[config.mk]
export PLATFORM = sky130hd
export DESIGN_NAME = pipe_stage_skid
export DESIGN_NICKNAME = d
export VERILOG_FILES = /design/src/rtl/pipe_stage_skid.sv
export SDC_FILE = /design/constraint.sdc
export NUM_CORES = 1
export LEC_CHECK = 0
export ABC_AREA = 1
export ABC_CLOCK_PERIOD_IN_PS = 2200
export CAP_MARGIN = 20
export CORE_ASPECT_RATIO = 1.25
export CORE_MARGIN = 5
export CORE_UTILIZATION = 43
export CTS_BUF_LIST = sky130_fd_sc_hd__clkbuf_4 sky130_fd_sc_hd__clkbuf_8 sky130_fd_sc_hd__clkbuf_16
export DETAILED_ROUTE_END_ITERATION = 6
export PLACE_DENSITY_LB_ADDON = 0.25
export SKIP_CTS_REPAIR_TIMING = 1
export SYNTH_ARGS = -nofsm -noshare
export SYNTH_HDL_FRONTEND = slang
export SYNTH_SLANG_ARGS = --single-unit
[constraint.sdc]
create_clock -name clk -period 2.2 [get_ports clk]
set_clock_uncertainty 0.2 [all_clocks]
set_input_delay 0.44 -clock clk [delete_from_list [all_inputs] [get_ports clk]]
set_output_delay 0.44 -clock clk [all_outputs]
set_load 0.03 [all_outputs]
[src/rtl/pipe_stage_skid.sv]
// Elastic pipeline-stage register with exception fence and stall counter.
// Define PIPE_STAGE_SKID_EN to add the skid register (registered in_ready).
module pipe_stage_skid #(
  parameter int DATA_W = 32,
  parameter int EXC_W  = 2,
  parameter int CNT_W  = 16
) (
  input  logic              clk,
  input  logic              reset,
  input  logic              flush,
  input  logic              in_valid,
  output logic              in_ready,
  input  logic [DATA_W-1:0] in_data,
  input  logic [EXC_W-1:0]  in_exc,
  output logic              out_valid,
  input  logic              out_ready,
  output logic [DATA_W-1:0] out_data,
  output logic [EXC_W-1:0]  out_exc,
  output logic [1:0]        occupancy,
  output logic [CNT_W-1:0]  stall_cnt
);

  typedef enum logic [1:0] {
    EMPTY = 2'd0,
    ONE   = 2'd1,
    FULL  = 2'd2
  } state_e;

  localparam logic [CNT_W-1:0] CNT_ONE = CNT_W'(1);
  localparam logic [CNT_W-1:0] CNT_MAX = '1;

  state_e             state_q;
  logic [DATA_W-1:0]  m_data_q;
  logic [EXC_W-1:0]   m_exc_q;
  logic [CNT_W-1:0]   stall_cnt_q;

  logic m_valid;
  logic fence;
  logic in_hs;
  logic out_hs;
  logic stall;

  assign m_valid = (state_q != EMPTY);

`ifdef PIPE_STAGE_SKID_EN
  logic [DATA_W-1:0]  s_data_q;
  logic [EXC_W-1:0]   s_exc_q;
  logic               s_valid;

  assign s_valid  = (state_q == FULL);
  // Invalid entries hold zero exc, so no valid qualifier is needed.
  assign fence    = (|m_exc_q) || (|s_exc_q);
  assign in_ready = !reset && !s_valid && !fence && !flush;
`else
  assign fence    = |m_exc_q;
  assign in_ready = !reset && (!m_valid || out_ready)
                    && !fence && !flush;
`endif

  assign in_hs     = in_valid && in_ready;
  assign out_hs    = m_valid && out_ready;
  assign stall     = m_valid && !out_ready;

  assign out_valid = m_valid;
  assign out_data  = m_data_q;
  assign out_exc   = m_exc_q;
  assign occupancy = state_q;
  assign stall_cnt = stall_cnt_q;

  always_ff @(posedge clk) begin
    if (reset || flush) begin
      state_q  <= EMPTY;
      m_data_q <= '0;
      m_exc_q  <= '0;
`ifdef PIPE_STAGE_SKID_EN
      s_data_q <= '0;
      s_exc_q  <= '0;
`endif
    end else begin
      unique case (state_q)
        EMPTY: begin
          if (in_hs) begin
            state_q  <= ONE;
            m_data_q <= in_data;
            m_exc_q  <= in_exc;
          end
        end
        ONE: begin
          if (in_hs && out_hs) begin
            m_data_q <= in_data;
            m_exc_q  <= in_exc;
`ifdef PIPE_STAGE_SKID_EN
          end else if (in_hs) begin
            state_q  <= FULL;
            s_data_q <= in_data;
            s_exc_q  <= in_exc;
`endif
          end else if (out_hs) begin
            state_q  <= EMPTY;
            m_data_q <= '0;
            m_exc_q  <= '0;
          end
        end
`ifdef PIPE_STAGE_SKID_EN
        FULL: begin
          if (out_hs) begin
            state_q  <= ONE;
            m_data_q <= s_data_q;
            m_exc_q  <= s_exc_q;
            s_data_q <= '0;
            s_exc_q  <= '0;
          end
        end
`endif
        default: begin
          state_q  <= EMPTY;
          m_data_q <= '0;
          m_exc_q  <= '0;
        end
      endcase
    end
  end

  always_ff @(posedge clk) begin
    if (reset) begin
      stall_cnt_q <= '0;
    end else if (stall && (stall_cnt_q != CNT_MAX)) begin
      stall_cnt_q <= stall_cnt_q + CNT_ONE;
    end
  end

endmodule

==> metrics.yaml, run 1 <==
clock_tree:
  clk_pin_slew_ns: 0.09
  cts_inserted_buffers: 5
  clock_sinks: 51
  cts_tree: "built"
  htree_levels: 2
  cts_root_buffer: "clkbuf_8"
  clock_path_buffers: 2
  clk_latency_ns: 0.30
status:
  status: "completed"
critical_path:
  startpoint: "reset"
  crit_family: "buffers and inverters"
  worstPathRequired_ns: 1.56
  end_kind: "output pin"
  path_depth: 5
  worst-path-buf-inv: 3
  worstSetupPathType: "in2out"
  slowest_delay_ns: 0.48
  ff2ff_setup_slack_ns: 0.33
  cpMaxStageDelayCell: "clkdlybuf4s50_1"
  startpoint_type: "primary input"
  r2r_cells: 8
  crit_fanout: 3
  r2r_end: "stall_cnt[9]$_SDFFE_PP0P_"
  critical_path_arrival_ns: 1.50
  crit_chain: "clkdlybuf4s50_1 > clkinv_4 > nand2_4 > nor3b_4 > buf_4"
  r2r-start: "stall_cnt[0]$_SDFFE_PP0P_"
  crit_end: "in_ready"
yosys:
  ys_ff_latch: 51
  synth-main-ff-cell: "dfxtp_1"
  synth_edf_count: 0
  yosysSeqAreaShare_pct: 43.8
  synthCells: 315
  yosys-top-cells-area: "dfxtp_1, nand3_1, a21oi_1"
  ys_warn_count: 0
  yosysTopAreaCell: "dfxtp_1"
  ys_async_sr_fraction_pct: 0
  synth_area_um2: 2330
  syn_nets: 355
  syn_avg_cell_area_um2: 7.39
  synth_top_area_share_pct: 43.8
  synth.distinct_cells: 23
timing:
  layout_min_cycle_time_ns: 2.14
  period_share_pct: 97.1
  hold_viol: 0
  hold-worst-slack_ns: 0.283
  slew_violations: 0
  setup_violations: 0
  rsz0062_at_grt: "false"
  fmax_mhz: 468
  fin_tns_setup_ns: 0
global_route:
  grt_overflow: 0
  antenna_found_initial: 0
  grt_pass1_vias: 2343
  grt_pass1_wl_mm: 10.8
  grt_max_degree: 36
  gr-usage-all-layers_pct: 19.3
layout:
  antenna_cells: 0
  final_layout_size_suffix_gt1_share_pct: 7.37
  nets: 446
  area_growth_pct: 45.1
  final_util_pct: 63.4
placed_design:
  port_buffers: 91
  gp_congestion: 0.805
  hpwlAfterDp_mm: 4.76
min_path:
  worstHoldPathType: "reg2reg"
pwr:
  power_mw: 1.73
  powerDensity_nw_per_um2: 511
  p_leak_nw: 1.16
  ir_drop_v: 0.000370
die:
  coreArea_um2: 5330
  rows: 30
  ios: 93
  dieArea_um2: 7000
  dieHeight_um: 92.3
  start_util_pct: 43.7
  die_w_um: 75.8
routing:
  dr.pass1.iters: 4
  drt-vias-per-instance: 5.16
  drtIter0Drc: 119
  postRouteAntennaNets: 0
  wire_per_inst_um: 13.8
  wl_mm: 6.52
  vias: 2432
  drc: 0
run:
  drv_cap: 0
==> state kept, by name, summed over array words and instances (netlist names) <==
| signal | cells |
|---|---|
| out_data | 32 |
| occupancy | 1 |
| out_exc | 2 |
| stall_cnt | 16 |
==> stage by stage <==
stage	cell area [um^2]	instances	worst slack, ns
detailed placement	3270	462	-0.0663
floorplan	2330	315	0.241
CTS	3370	470	-0.0611
global placement	3270	462	-0.0576
finish	3380	471	0.0639
global route	3380	471	0.00128
==> report_power, final <==
group          switching, mW  total [mW]  internal, mW
Combinational          0.103       0.207         0.103
Sequential           0.00581       0.938         0.932
Clock                  0.313       0.584         0.271
==> placed cells by master (no fill, tap or decap), drive strengths merged <==
master         instances
a21oi                 46
buf                   15
clkbuf                 7
clkdlybuf4s50         90
clkinv                 2
conb                   1
dfxtp                 51
ha                     1
inv                   17
nand2                 53
nand3                 77
nand4                  5
nor2                  31
nor3b                  1
o21ai                  4
xnor2                  2
xor2                   4
==> per-layer routing <==
| metal | GRT usage, % | up-vias | wire (um) |
|---|---|---|---|
| met2 | 32.1 | 76 | 3240 |
| li1 | - | 1234 | - |
| met4 | 5.10 | 0 | 68 |
| met3 | 7.68 | 6 | 609 |
| met1 | 22.4 | 1116 | 2600 |
| met5 | 0 | - | 0 |
==> cell type report <==
cell class	instances	area, um^2
Fill cell	502	1950
Multi-Input combinational cell	225	1090
Sequential cell	51	1020
Timing Repair Buffer	105	1010
Clock buffer	7	90.1
Tap cell	64	80.1
Inverter	18	72.6
Clock inverter	1	8.76
==> synth_stat cells (3+ instances only) <==
library cell	instances
a21oi_1	45
buf_1	3
buf_6	7
clkbuf_1	7
dfxtp_1	51
inv_1	17
nand2_1	51
nand3_1	77
nand4_1	5
nor2_1	29
o21ai_0	3
xor2_1	4
==> kinds of logic (layout without fill, tap and decap cells) <==
logic type	count (synthesis)	count (layout)	share of synthesized area, %
XOR/XNOR	6	6	2.26
flip-flops	51	51	43.8
buffers and inverters	39	131	9.19
AO/OA/AOI/OAI	50	50	10.9
AND/OR/NAND/NOR	167	167	33.1
other	1	1	0.161
adder cells (fa/ha/maj)	1	1	0.537
==> tightest hold or removal path, stage by stage (launching register included) <==
cell     delay, ns
dfxtp_1       0.32
nand3_1       0.07
a21oi_1       0.05
==> worst min path at each step <==
stage	startpoint	cells after the start	to
after floorplan	in_data[0]	2	out_data[0]$_SDFFE_PP0P_
after global placement	out_data[3]$_SDFFE_PP0P_	2	out_data[3]$_SDFFE_PP0P_
after detailed placement	out_data[24]$_SDFFE_PP0P_	2	out_data[24]$_SDFFE_PP0P_
after CTS	out_data[24]$_SDFFE_PP0P_	2	out_data[24]$_SDFFE_PP0P_
after global routing	out_data[17]$_SDFFE_PP0P_	2	out_data[17]$_SDFFE_PP0P_
final	out_data[24]$_SDFFE_PP0P_	2	out_data[24]$_SDFFE_PP0P_
Note: power is estimated with default switching activity, not from simulation.
==> run 2: changes to the inputs <==
- SKIP_LAST_GASP: unset -> 1
==> results of run 2 <==
Final layout, timing and power as in run 1 (identical DEF).
==> run 3: changes to the inputs <==
- CORE_ASPECT_RATIO: 1.25 -> unset
- SLEW_MARGIN: unset -> 20
==> run 3 against run 2 <==
  * Count of clock-buffer cells in the layout fell by 2
  * Wire length down 2.9%
  * Final area up 1.0%
  * Maximum frequency up 0.64%
  * First-iteration DRC count rose by 18%
  * Largest cell class unchanged
  * Sequential share of layout area down 0.30 points
  * Power increased by 3.9%
  * Critical path type is now reg2out
==> metrics.yaml, run 3 (synthesis results as in run 1) <==
timing:
  slew_violations: 0
  setup_violations: 0
  fin_tns_setup_ns: 0
  rsz0062_at_grt: "false"
  layout_min_cycle_time_ns: 2.12
  worst_slack_ns: 0.0776
  hold_viol: 0
  fmax_mhz: 471
  period_share_pct: 96.5
die:
  dieHeight_um: 83.6
  die_w_um: 83.6
  coreArea_um2: 5170
  rows: 26
  start_util_pct: 45.0
  dieArea_um2: 6990
  ios: 93
pwr:
  power_mw: 1.80
  sw_frac_of_total_pct: 23.4
  p_int_mw: 1.38
  p_seq_share_pct: 52.2
  p_leak_nw: 1.17
  powerDensity_nw_per_um2: 526
  ir_drop_v: 0.000289
  switchingPower_mw: 0.419
  combPwrFrac_pct: 11.5
  power_frac_clock_pct: 36.3
run:
  drv_cap: 0
routing:
  wl_mm: 6.33
  drtIter0Drc: 140
  dr.pass1.iters: 4
  vias: 2414
  drc: 0
  drt-vias-per-instance: 5.06
  wire_per_inst_um: 13.3
  postRouteAntennaNets: 0
global_route:
  grt_pass1_wl_mm: 10.6
  gr-usage-all-layers_pct: 18.0
  grt_overflow: 0
  antenna_found_initial: 0
  grt_pass1_vias: 2336
  grt_max_degree: 36
layout:
  final_common_cell: "clkdlybuf4s50_1"
  final_layout_size_suffix_gt1_share_pct: 7.37
  largest_register_ffs: 32
  area_growth_pct: 46.6
  final_cell_mix: "clkdlybuf4s50_1, nand3_1, nand2_1, dfxtp_1, a21oi_1"
  nets: 446
  fin_area_um2: 3410
  antenna_cells: 0
critical_path:
  cpMaxStageDelayCell: "clkdlybuf4s50_1"
  worstPathRequired_ns: 1.56
  r2r-start: "stall_cnt[0]$_SDFFE_PP0P_"
  end_kind: "output pin"
  critical_path_arrival_ns: 1.48
  crit_chain: "clkdlybuf4s50_1"
  path_depth: 1
  crit_family: "buffers and inverters"
  startpoint: "stall_cnt[0]$_SDFFE_PP0P_"
  worst-path-buf-inv: 1
  crit_end: "stall_cnt[0]"
  r2r_cells: 9
  worstSetupPathType: "reg2out"
  startpoint_type: "flop"
  r2r_end: "stall_cnt[15]$_SDFFE_PP0P_"
  slowest_delay_ns: 0.72
  ff2ff_setup_slack_ns: 0.38
  crit_fanout: 7
clock_tree:
  cts_inserted_buffers: 5
  htree_levels: 2
  cts_tree: "built"
  clk_latency_ns: 0.30
  clock_path_buffers: 2
  clock_sinks: 51
  cts_root_buffer: "clkbuf_8"
  clk_pin_slew_ns: 0.09
placed_design:
  gp_congestion: 0.824
  placed_cell_area_um2: 3290
  dp_slack_ns: -0.00605
  hpwlAfterDp_mm: 4.60
  port_buffers: 91
min_path:
  worstHoldPathType: "reg2reg"
status:
  status: "completed"
-- run 3: cell count changes in the layout (fill, tap and decap cells not counted) --
| cell | previous run | this run |
|---|---|---|
| clkinv_2 | 0 | 1 |
| buf_12 | 0 | 1 |
| buf_4 | 15 | 14 |
| bufinv_16 | 0 | 1 |
| clkbuf_8 | 6 | 5 |
| clkbuf_4 | 1 | 0 |
-- run 3: worst min path at each step --
stage | from | endpoint | slack, ns | cells past startpoint
after floorplan | in_data[0] | out_data[0]$_SDFFE_PP0P_ | 0.40 | 2
after global placement | out_data[13]$_SDFFE_PP0P_ | out_data[13]$_SDFFE_PP0P_ | 0.27 | 2
after detailed placement | out_data[16]$_SDFFE_PP0P_ | out_data[16]$_SDFFE_PP0P_ | 0.27 | 2
after CTS | out_data[30]$_SDFFE_PP0P_ | out_data[30]$_SDFFE_PP0P_ | 0.29 | 2
after global routing | out_data[0]$_SDFFE_PP0P_ | out_data[0]$_SDFFE_PP0P_ | 0.31 | 2
final | out_data[30]$_SDFFE_PP0P_ | out_data[30]$_SDFFE_PP0P_ | 0.29 | 2
-- run 3: layout make-up --
class / count / area, um^2
Clock buffer: 5 / 68.8
Sequential cell: 51 / 1020
Timing Repair Buffer: 105 / 1030
Fill cell: 456 / 1760
Inverter: 18 / 72.6
Multi-Input combinational cell: 225 / 1090
Tap cell: 70 / 87.6
Clock inverter: 3 / 43.8
-- run 3: through the flow --
stage	cells	hold slack (ns)	util, %
after floorplan	315	0.405	-
after global placement	468	0.266	63.7
after detailed placement	468	0.274	63.7
after CTS	476	0.286	65.8
after global routing	477	0.310	66.0
final	477	0.286	66.0
-- run 3: layer usage --
| layer | up-vias | track usage [%] | part of all wire (%) |
|---|---|---|---|
| met2 | 76 | 31.2 | 49 |
| met5 | - | 0 | 0 |
| met4 | 0 | 3.95 | 0.66 |
| li1 | 1238 | - | - |
| met1 | 1096 | 20.4 | 41 |
| met3 | 4 | 7.90 | 10 |
-- run 3: power by group through the flow --
stage | combinational [mW] | sequential [mW] | clock (mW)
after floorplan | 0.0840 | 0.977 | 0
after global placement | 0.206 | 0.959 | 0
after detailed placement | 0.206 | 0.959 | 0
after CTS | 0.207 | 0.938 | 0.671
after global routing | 0.222 | 0.939 | 0.711
final | 0.207 | 0.938 | 0.651
